### src/rtl/joy_sega_multi_reader_if.sv
// Bus bundle for joy_sega_multi_reader: tick/frame strobes toward the UI side,
// shift-register and select pins toward the DB9 ports, plus an FSM debug view.
interface joy_sega_multi_reader_if #(
    parameter int NUM_PORTS = 2
);
    // tick_i is a one-cycle request taken only while idle (dropped otherwise);
    // frame_valid_o is a one-cycle publish strobe with no back-pressure.
    logic                      tick_i;
    logic                      joy_data_i;
    logic                      joy_clk_o;
    logic                      joy_load_n_o;
    logic                      select_o;
    logic [12*NUM_PORTS-1:0]   joy_o;
    logic [NUM_PORTS-1:0]      six_btn_o;
    logic                      frame_valid_o;
    logic                      busy_o;
    logic [2:0]                state_o;

    modport master (
        input  tick_i, joy_data_i,
        output joy_clk_o, joy_load_n_o, select_o, joy_o, six_btn_o,
               frame_valid_o, busy_o, state_o
    );

    modport slave (
        output tick_i, joy_data_i,
        input  joy_clk_o, joy_load_n_o, select_o, joy_o, six_btn_o,
               frame_valid_o, busy_o, state_o
    );
endinterface

### src/rtl/joy_sega_multi_reader.sv
// Multi-port DB9 Megadrive pad reader over one chained PISO shift register.
// Define JOY_SEGA6_EN for the 8-step select sequence and 6-button decoding.
module joy_sega_multi_reader #(
    parameter int NUM_PORTS = 2,
    parameter int CLK_DIV   = 4
) (
    input  logic                     clk,
    input  logic                     rst,
    joy_sega_multi_reader_if.master  bus
);
    localparam int NBITS = 8 * NUM_PORTS;
    localparam int BW    = $clog2(NBITS);
    localparam int DW    = $clog2(CLK_DIV);

    typedef enum logic [2:0] {IDLE, LOAD, SHIFT_LO, SHIFT_HI, DECODE} state_t;

    state_t                  state;
    logic [DW-1:0]           div_cnt;
    logic [BW-1:0]           bit_cnt;
    // Only the six meaningful bits of each port are kept; the two X bits pass by.
    logic [6*NUM_PORTS-1:0]  raw;
    logic                    joy_clk;
    logic                    load_n;
    logic                    busy;
    logic                    frame_valid;
    logic [12*NUM_PORTS-1:0] joy;
    logic                    div_end;

    assign div_end = (div_cnt == DW'(CLK_DIV - 1));

`ifdef JOY_SEGA6_EN
    logic [2:0]              step;
    logic                    sel;
    logic [12*NUM_PORTS-1:0] shadow;
    logic [NUM_PORTS-1:0]    six_det;
    logic [NUM_PORTS-1:0]    six_btn;
`endif

    always_ff @(posedge clk or posedge rst) begin
        if (rst) begin
            state       <= IDLE;
            div_cnt     <= '0;
            bit_cnt     <= '0;
            raw         <= '0;
            joy_clk     <= 1'b1;
            load_n      <= 1'b1;
            busy        <= 1'b0;
            frame_valid <= 1'b0;
            joy         <= '0;
`ifdef JOY_SEGA6_EN
            step        <= '0;
            sel         <= 1'b1;
            shadow      <= '0;
            six_det     <= '0;
            six_btn     <= '0;
`endif
        end else begin
            frame_valid <= 1'b0;
            case (state)
                IDLE: begin
                    if (bus.tick_i) begin
                        state   <= LOAD;
                        busy    <= 1'b1;
                        load_n  <= 1'b0;
                        div_cnt <= '0;
                        bit_cnt <= '0;
                    end
                end
                LOAD: begin
                    if (div_end) begin
                        div_cnt <= '0;
                        load_n  <= 1'b1;
                        joy_clk <= 1'b0;
                        state   <= SHIFT_LO;
                    end else begin
                        div_cnt <= div_cnt + 1'b1;
                    end
                end
                SHIFT_LO: begin
                    if (div_end) begin
                        div_cnt <= '0;
                        if (bit_cnt[2:0] < 3'd6) begin
                            raw <= {bus.joy_data_i, raw[6*NUM_PORTS-1:1]};
                        end
                        joy_clk <= 1'b1;
                        state   <= SHIFT_HI;
                    end else begin
                        div_cnt <= div_cnt + 1'b1;
                    end
                end
                SHIFT_HI: begin
                    if (div_end) begin
                        div_cnt <= '0;
                        if (bit_cnt == BW'(NBITS - 1)) begin
                            state <= DECODE;
                        end else begin
                            bit_cnt <= bit_cnt + 1'b1;
                            joy_clk <= 1'b0;
                            state   <= SHIFT_LO;
                        end
                    end else begin
                        div_cnt <= div_cnt + 1'b1;
                    end
                end
                DECODE: begin
                    state <= IDLE;
                    busy  <= 1'b0;
`ifdef JOY_SEGA6_EN
                    for (int p = 0; p < NUM_PORTS; p++) begin
                        case (step)
                            3'd0: shadow[12*p +: 6] <= ~raw[6*p +: 6];
                            3'd1: begin
                                shadow[12*p + 6] <= ~raw[6*p + 4];
                                shadow[12*p + 7] <= ~raw[6*p + 5];
                            end
                            3'd5: six_det[p] <= (raw[6*p +: 4] == 4'b0000);
                            3'd6: shadow[12*p + 8 +: 4] <= six_det[p] ? ~raw[6*p +: 4] : 4'b0000;
                            default: ;
                        endcase
                    end
                    // Incrementing flips step[0], so ~new_step[0] equals old step[0].
                    step <= step + 3'd1;
                    sel  <= step[0];
                    if (step == 3'd7) begin
                        joy         <= shadow;
                        six_btn     <= six_det;
                        six_det     <= '0;
                        frame_valid <= 1'b1;
                    end
`else
                    for (int p = 0; p < NUM_PORTS; p++) begin
                        joy[12*p +: 12] <= {6'b000000, ~raw[6*p +: 6]};
                    end
                    frame_valid <= 1'b1;
`endif
                end
                default: state <= IDLE;
            endcase
        end
    end

    assign bus.joy_clk_o     = joy_clk;
    assign bus.joy_load_n_o  = load_n;
    assign bus.busy_o        = busy;
    assign bus.frame_valid_o = frame_valid;
    assign bus.joy_o         = joy;
    assign bus.state_o       = state;
`ifdef JOY_SEGA6_EN
    assign bus.select_o      = sel;
    assign bus.six_btn_o     = six_btn;
`else
    assign bus.select_o      = 1'b1;
    assign bus.six_btn_o     = '0;
`endif
endmodule

### src/flat_wrapper.sv
// flat-port wrapper written by rule: the top's interface ports become plain ports
module joy_sega_multi_reader_flat 
#(
    parameter int NUM_PORTS = 2,
    parameter int CLK_DIV   = 4
)
  (clk, rst, bus_tick_i, bus_joy_data_i, bus_joy_clk_o, bus_joy_load_n_o, bus_select_o, bus_joy_o, bus_six_btn_o, bus_frame_valid_o, bus_busy_o, bus_state_o);
  joy_sega_multi_reader_if #(.NUM_PORTS(NUM_PORTS)) bus_i ();
  input  logic clk;
  input  logic rst;
  input wire logic [$bits(bus_i.tick_i)-1:0] bus_tick_i;
  input wire logic [$bits(bus_i.joy_data_i)-1:0] bus_joy_data_i;
  output wire logic [$bits(bus_i.joy_clk_o)-1:0] bus_joy_clk_o;
  output wire logic [$bits(bus_i.joy_load_n_o)-1:0] bus_joy_load_n_o;
  output wire logic [$bits(bus_i.select_o)-1:0] bus_select_o;
  output wire logic [$bits(bus_i.joy_o)-1:0] bus_joy_o;
  output wire logic [$bits(bus_i.six_btn_o)-1:0] bus_six_btn_o;
  output wire logic [$bits(bus_i.frame_valid_o)-1:0] bus_frame_valid_o;
  output wire logic [$bits(bus_i.busy_o)-1:0] bus_busy_o;
  output wire logic [$bits(bus_i.state_o)-1:0] bus_state_o;
  assign bus_i.tick_i = bus_tick_i;
  assign bus_i.joy_data_i = bus_joy_data_i;
  assign bus_joy_clk_o = bus_i.joy_clk_o;
  assign bus_joy_load_n_o = bus_i.joy_load_n_o;
  assign bus_select_o = bus_i.select_o;
  assign bus_joy_o = bus_i.joy_o;
  assign bus_six_btn_o = bus_i.six_btn_o;
  assign bus_frame_valid_o = bus_i.frame_valid_o;
  assign bus_busy_o = bus_i.busy_o;
  assign bus_state_o = bus_i.state_o;
  joy_sega_multi_reader #(.NUM_PORTS(NUM_PORTS), .CLK_DIV(CLK_DIV)) u_core (.clk(clk), .rst(rst), .bus(bus_i));
endmodule
### config.mk
export PLATFORM = sky130hd
export DESIGN_NAME = joy_sega_multi_reader_flat
export DESIGN_NICKNAME = d
export VERILOG_FILES = /design/src/rtl/joy_sega_multi_reader_if.sv /design/src/rtl/joy_sega_multi_reader.sv /design/src/flat_wrapper.sv
export SDC_FILE = /design/constraint.sdc
export NUM_CORES = 1
export LEC_CHECK = 0
export CAP_MARGIN = 30
export CELL_PAD_IN_SITES_DETAIL_PLACEMENT = 0
export CELL_PAD_IN_SITES_GLOBAL_PLACEMENT = 1
export CORE_MARGIN = 1
export CORE_UTILIZATION = 41
export CTS_CLUSTER_SIZE = 24
export DETAILED_ROUTE_END_ITERATION = 12
export PLACE_DENSITY = 0.93
export SKIP_CTS_REPAIR_TIMING = 1
export SLEW_MARGIN = 20
export SYNTH_ARGS = -nofsm -noshare
export SYNTH_HDL_FRONTEND = slang
export SYNTH_SLANG_ARGS = --single-unit
### constraint.sdc
create_clock -name clk -period 3.8 [get_ports clk]
set_clock_uncertainty 0.05 [all_clocks]
set_input_delay 0.57 -clock clk [delete_from_list [all_inputs] [get_ports clk]]
set_output_delay 0.57 -clock clk [all_outputs]
set_load 0.1 [all_outputs]
== Word level (Yosys, flattened, before mapping) ==
Cells that the tools add are included.
Widths: inputs -> output; s select.
Operators by class
  add/subtract/negate cells: 2
  bitwise logic cells: 2
  reduce and logical (&&, ||, !) cells: 14
  order comparisons: 1
  multiplexer cells: 23
  equality and inequality tests: 11
Operator list (number)
  $mux 3: 5
  $mux 4: 3
  $not 6->6: 2
  $pmux 3 s4: 1
  $pmux 4 s2: 1
  $reduce_and 4->1: 2
  $reduce_bool 2->1: 4
  $mux 1: 7
  $eq 3x2->1 const B: 2
  $ne 2x1->1 const B: 3
  $reduce_and 3->1: 2
  $reduce_and 5->1: 1
  $add 4x1->4 const B: 1
  $eq 4x4->1 const B: 1
  $mux 2: 2
  $ne 2x2->1 const B: 2
  $pmux 1 s2: 2
  $pmux 2 s2: 1
  $reduce_and 2->1: 2
  $eq 3x1->1 const B: 1
  $eq 3x3->1 const B: 1
  $logic_not 3->1: 1
  $lt 3x3->1 const B: 1
  $pmux 1 s3: 1
  4 further kinds: 4
Storage, ports and cells
  input bits: 4
  register bits: 37
  output and inout bits: 34
  logic and storage cells: 62

== Logic depth before layout (Yosys ltp) ==
  word-level depth: 4
  gate-level depth with buffers: 5
  mapped depth without buffers: 4

== Least setup slack after synthesis ==
OpenSTA, ideal clock, no wires.
  path type: reg2reg
  start point: register u_core.state[1] (netlist: u_core.bus.state_o[1])
  end point: register u_core.bit_cnt[1]
  period minus slack after synthesis: 2.014 ns
  data required time: 3.625 ns
  stages on the path, launching flop included: 5
  path slack: 1.786 ns
  path buffers: 1
  setup time: 0.125 ns
  arrival: 1.839 ns
  path through: dfrtp_1 > buf_4 > and4b_1 > a21oi_1 > mux2_2
On the way
  cells in the longest elaborated chain, start to end: 3
  elaborated cells on any way between the ends: 8
  those cells by class: eq/ne: 4; mux: 1; reduce/logical: 3
Ends and longest elaborated chain
  start, declared: line joy_sega_multi_reader.sv:17  | state_t state;
  start signal, assigned: line joy_sega_multi_reader.sv:41  | state <= IDLE;
  start signal, assigned: line joy_sega_multi_reader.sv:62  | state <= LOAD;
  start signal, assigned: line joy_sega_multi_reader.sv:74  | state <= SHIFT_LO;
  $eq 3x2->1 / $logic_not 3->1 (equally long branches): line joy_sega_multi_reader.sv:59  | case (state)
  $ne 2x2->1 (no line) (tied with other cells)
  $reduce_and 4->1 (no line)
  end signal, assigned: line joy_sega_multi_reader.sv:97  | bit_cnt <= bit_cnt + 1'b1;
  end, declared: line joy_sega_multi_reader.sv:19  | logic [BW-1:0] bit_cnt;
Parallel ways exist; a longest one is shown, timed or not.
A chain may end at the register's enable or synchronous reset.

== Worst setup path after layout ==
  start point: register u_core.state[2] (netlist: u_core.bus.state_o[2])
  end point: output port bus_state_o[2]
RTL lines
  end, declared: line flat_wrapper.sv:20  | output wire logic [$bits(bus_i.state_o)-1:0] bus_state_o;
No word-level cell between the ends.

==> summary.md <==
| Metric | Value |
|---|---|
| R2R Setup Slk | 1.82 ns |
| Status | finished clean |
| Worst hold slack | 0.419 ns |
| Sw Ratio | 38.2% |
| CP Launch Type | flop |
| Pwr Density | 678 nW/µm² |
| CTS Buffer Depth | 2 |
| Hold Fails Final Rpt | 0 |
| Pleak | 0.935 nW |
| Crit path cell chain | clkdlybuf4s50_1 |
| H-tree depth | 2 |
| Synth Cell Area | 1690 µm² |
| Fin crit period | 2.73 ns |
| Number of max-cap violations | 0 |
| Ys flop type | dfrtp_1 |
| Required time of the worst setup path | 3.18 ns |
| FF-to-FF Start | u_core.bus.state_o[1] |
| DR iter-0 viols | 49 |
| Clock sink count | 37 |
| Starting Density | 44.6% |
| P_sw | 0.520 mW |
| Final setup viols | 0 |
| Setup TNS | 0 ns |
| HP Class | flop to flop |
| CTS Buf Count | 5 |
| Total Nets Final | 176 |
| TritonCTS clock tree | done |
| Clock insertion delay at the later pin of the skew report | 0.29 ns |
| Detailed Place HPWL | 1910 µm |
| Sequential share of the synthesized area | 54.8% |
| Async SR Flop Fraction | 100% |
| RSZ-0062 raised after global routing | false |
| Final Max Slew Viols | 0 |
| Core area | 3800 µm² |
| Buffers and inverters on the worst path | 1 |
| I/O Buffers | 22 |
| Overflow after GRT | 0 |
| Area post-placement | 1870 µm² |
| Row count | 22 |
| VDD IR max | 0.000514 V |
| Vias in the first global route | 1061 |
| First-pass GRT wire length | 4860 µm |
| Combinational group share of total power | 32.9% |
| EDFF count, synth | 0 |
| Worst endpoint data arrival time | 2.11 ns |
| Worst slack at placement | 1.38 ns |
| R2R depth | 3 |
| #FFs+latches synth | 37 |
| Vias post-DR | 1091 |
| Syn avg cell area | 11.4 µm² |
| Initial antenna violation count | 0 |
| Synth unique cells | 30 |
| Clock Pin Slew Worst Setup and Hold Paths | 0.07 ns |
| WL/cell | 12.7 µm |
| CP startpoint | u_core.bus.state_o[2] |
| Internal power | 0.843 mW |
| DIE HEIGHT | 66.3 µm |
| RePlAce Congestion | 0.768 |
| Clk root buf | clkbuf_8 |
| Worst Tran Pin Value | 0.975 ns |
| Crit path capture type | output port |
| Worst path depth | 1 |
| Slew headroom | 34.8% |
| Worst setup margin | 1.07 ns |
| Final critical-path share of the clock period | 71.8% |
| Post-DRT Antenna Nets | 0 |
| Worst flop-to-flop path endpoint | u_core.raw[7] |
| Largest net degree at the start of global routing | 38 |
| Reg power frac | 41.4% |
| GRT Total Usage | 15.1% |
| Fill count | 342 |
| FMAX | 367 MHz |
| Antenna diodes | 0 |
| Top Ports | 38 |
| Vias per cell | 4.98 |
| Post-Syn Instances | 149 |
| WL final | 2790 µm |
| Total power | 1.36 mW |
| CP Class | flop to output port |
| Full die area | 4390 µm² |
| Slowest stage delay, CP | 1.22 ns |
| Finished layout cell area | 2010 µm² |
| P&R area growth vs syn | 18.7% |
| Die width | 66.3 µm |
| # DRC | 0 |
| Ys Warns | 0 |
| Family with the most delay on the worst path | buffers and inverters |
| Clock power share | 25.7% |
| Crit path to | bus_state_o[2] |
| Max FO, Critical Path | 15 |
| Worst path slowest cell | clkdlybuf4s50_1 |
| Share of layout cells above drive strength 1 | 21.6% |
| DRT Pass-1 Iters | 4 |
-- sequential cells by signal, summed over array words and instances, names as in the netlist --
signal / flops
u_core.raw: 12
u_core.div_cnt: 2
u_core.bit_cnt: 4
u_core.bus.state_o: 3
u_core.bus.joy_load_n_o: 1
u_core.bus.frame_valid_o: 1
u_core.bus.joy_clk_o: 1
u_core.bus.busy_o: 1
u_core.bus.joy_o: 12
-- layout make-up --
| class | count | area [µm²] | share of cell area, % |
|---|---|---|---|
| well taps | 48 | 60.1 | 2.99 |
| inverters | 6 | 22.5 | 1.12 |
| repair buffers | 24 | 243 | 12.1 |
| clock buffers | 6 | 82.6 | 4.11 |
| multi-input cells | 96 | 636 | 31.6 |
| flip-flops and latches | 37 | 928 | 46.2 |
| clock inverters | 2 | 37.5 | 1.87 |
-- cells by family after synthesis --
kind of cell               count (synthesis)  share of synthesized area (%)
and+or+nand+nor                           37                           11.5
buffers and inverters                     29                           10.5
adders and majority gates                  2                           1.48
AOI/OAI and AO/OA                         26                           10.6
muxes                                     16                           10.6
DFF                                       37                           54.8
other                                      2                          0.444
-- placed cells by master, fill, tap and decap left out, types with 3 or more instances in the layout --
master | synthesis | layout
clkdlybuf4s50_1 | 0 | 22
a21oi_1 | 5 | 5
inv_1 | 6 | 6
o21ai_2 | 9 | 9
nand3_1 | 3 | 3
mux2_2 | 15 | 15
nor2_1 | 7 | 7
o21ai_0 | 4 | 4
nor3_1 | 3 | 3
clkbuf_8 | 0 | 6
conb_1 | 2 | 15
dfrtp_1 | 35 | 35
o21ai_1 | 3 | 3
nand2_1 | 14 | 14
-- cells in the mapped netlist, types with 3 or more instances --
master | n | share of area, %
o21ai_1 | 3 | 0.89
nor2_1 | 7 | 1.6
a21oi_1 | 5 | 1.5
nor3_1 | 3 | 0.89
nand3_1 | 3 | 0.89
buf_2 | 4 | 1.2
o21ai_2 | 9 | 4.7
o21ai_0 | 4 | 1.2
nand2_1 | 14 | 3.1
mux2_2 | 15 | 10
dfrtp_1 | 35 | 52
buf_4 | 17 | 7.5
inv_1 | 6 | 1.3
-- worst min path at each step --
stage | startpoint | end | slack [ns] | depth (start not counted)
6_report | u_core.raw[11] | u_core.bus.joy_o[17] | 0.42 | 1
5_1_grt | u_core.raw[0] | u_core.bus.joy_o[0] | 0.44 | 1
4_1_cts | u_core.raw[9] | u_core.bus.joy_o[15] | 0.42 | 1
3_5_place_dp | u_core.raw[9] | u_core.bus.joy_o[15] | 0.41 | 1
3_3_place_gp | u_core.raw[0] | u_core.bus.joy_o[0] | 0.39 | 1
2_1_floorplan | u_core.raw[0] | u_core.bus.joy_o[0] | 0.38 | 1
-- power groups by stage --
stage	clock network (mW)	registers (mW)	logic, mW
final	0.351	0.564	0.448
after global routing	0.382	0.583	0.480
after floorplan	0	0.655	0.289
after detailed placement	0	0.570	0.451
after CTS	0.364	0.564	0.454
after global placement	0	0.563	0.431
-- stage by stage --
| step | std cells | utilization (%) |
|---|---|---|
| 3_5_place_dp | 210 | 49.3 |
| 5_1_grt | 219 | 52.9 |
| 6_report | 219 | 52.9 |
| 3_3_place_gp | 210 | 49.3 |
| 2_1_floorplan | 162 | - |
| 4_1_cts | 218 | 52.5 |
-- routing by layer --
| layer | vias up | global-route usage [%] | routed length, µm |
|---|---|---|---|
| met5 | - | 0 | 0 |
| met2 | 27 | 26.0 | 1450 |
| li1 | 520 | - | - |
| met3 | 6 | 4.31 | 133 |
| met1 | 538 | 17.4 | 1160 |
| met4 | 0 | 6.38 | 46 |
(Power assumes the default switching activity.)
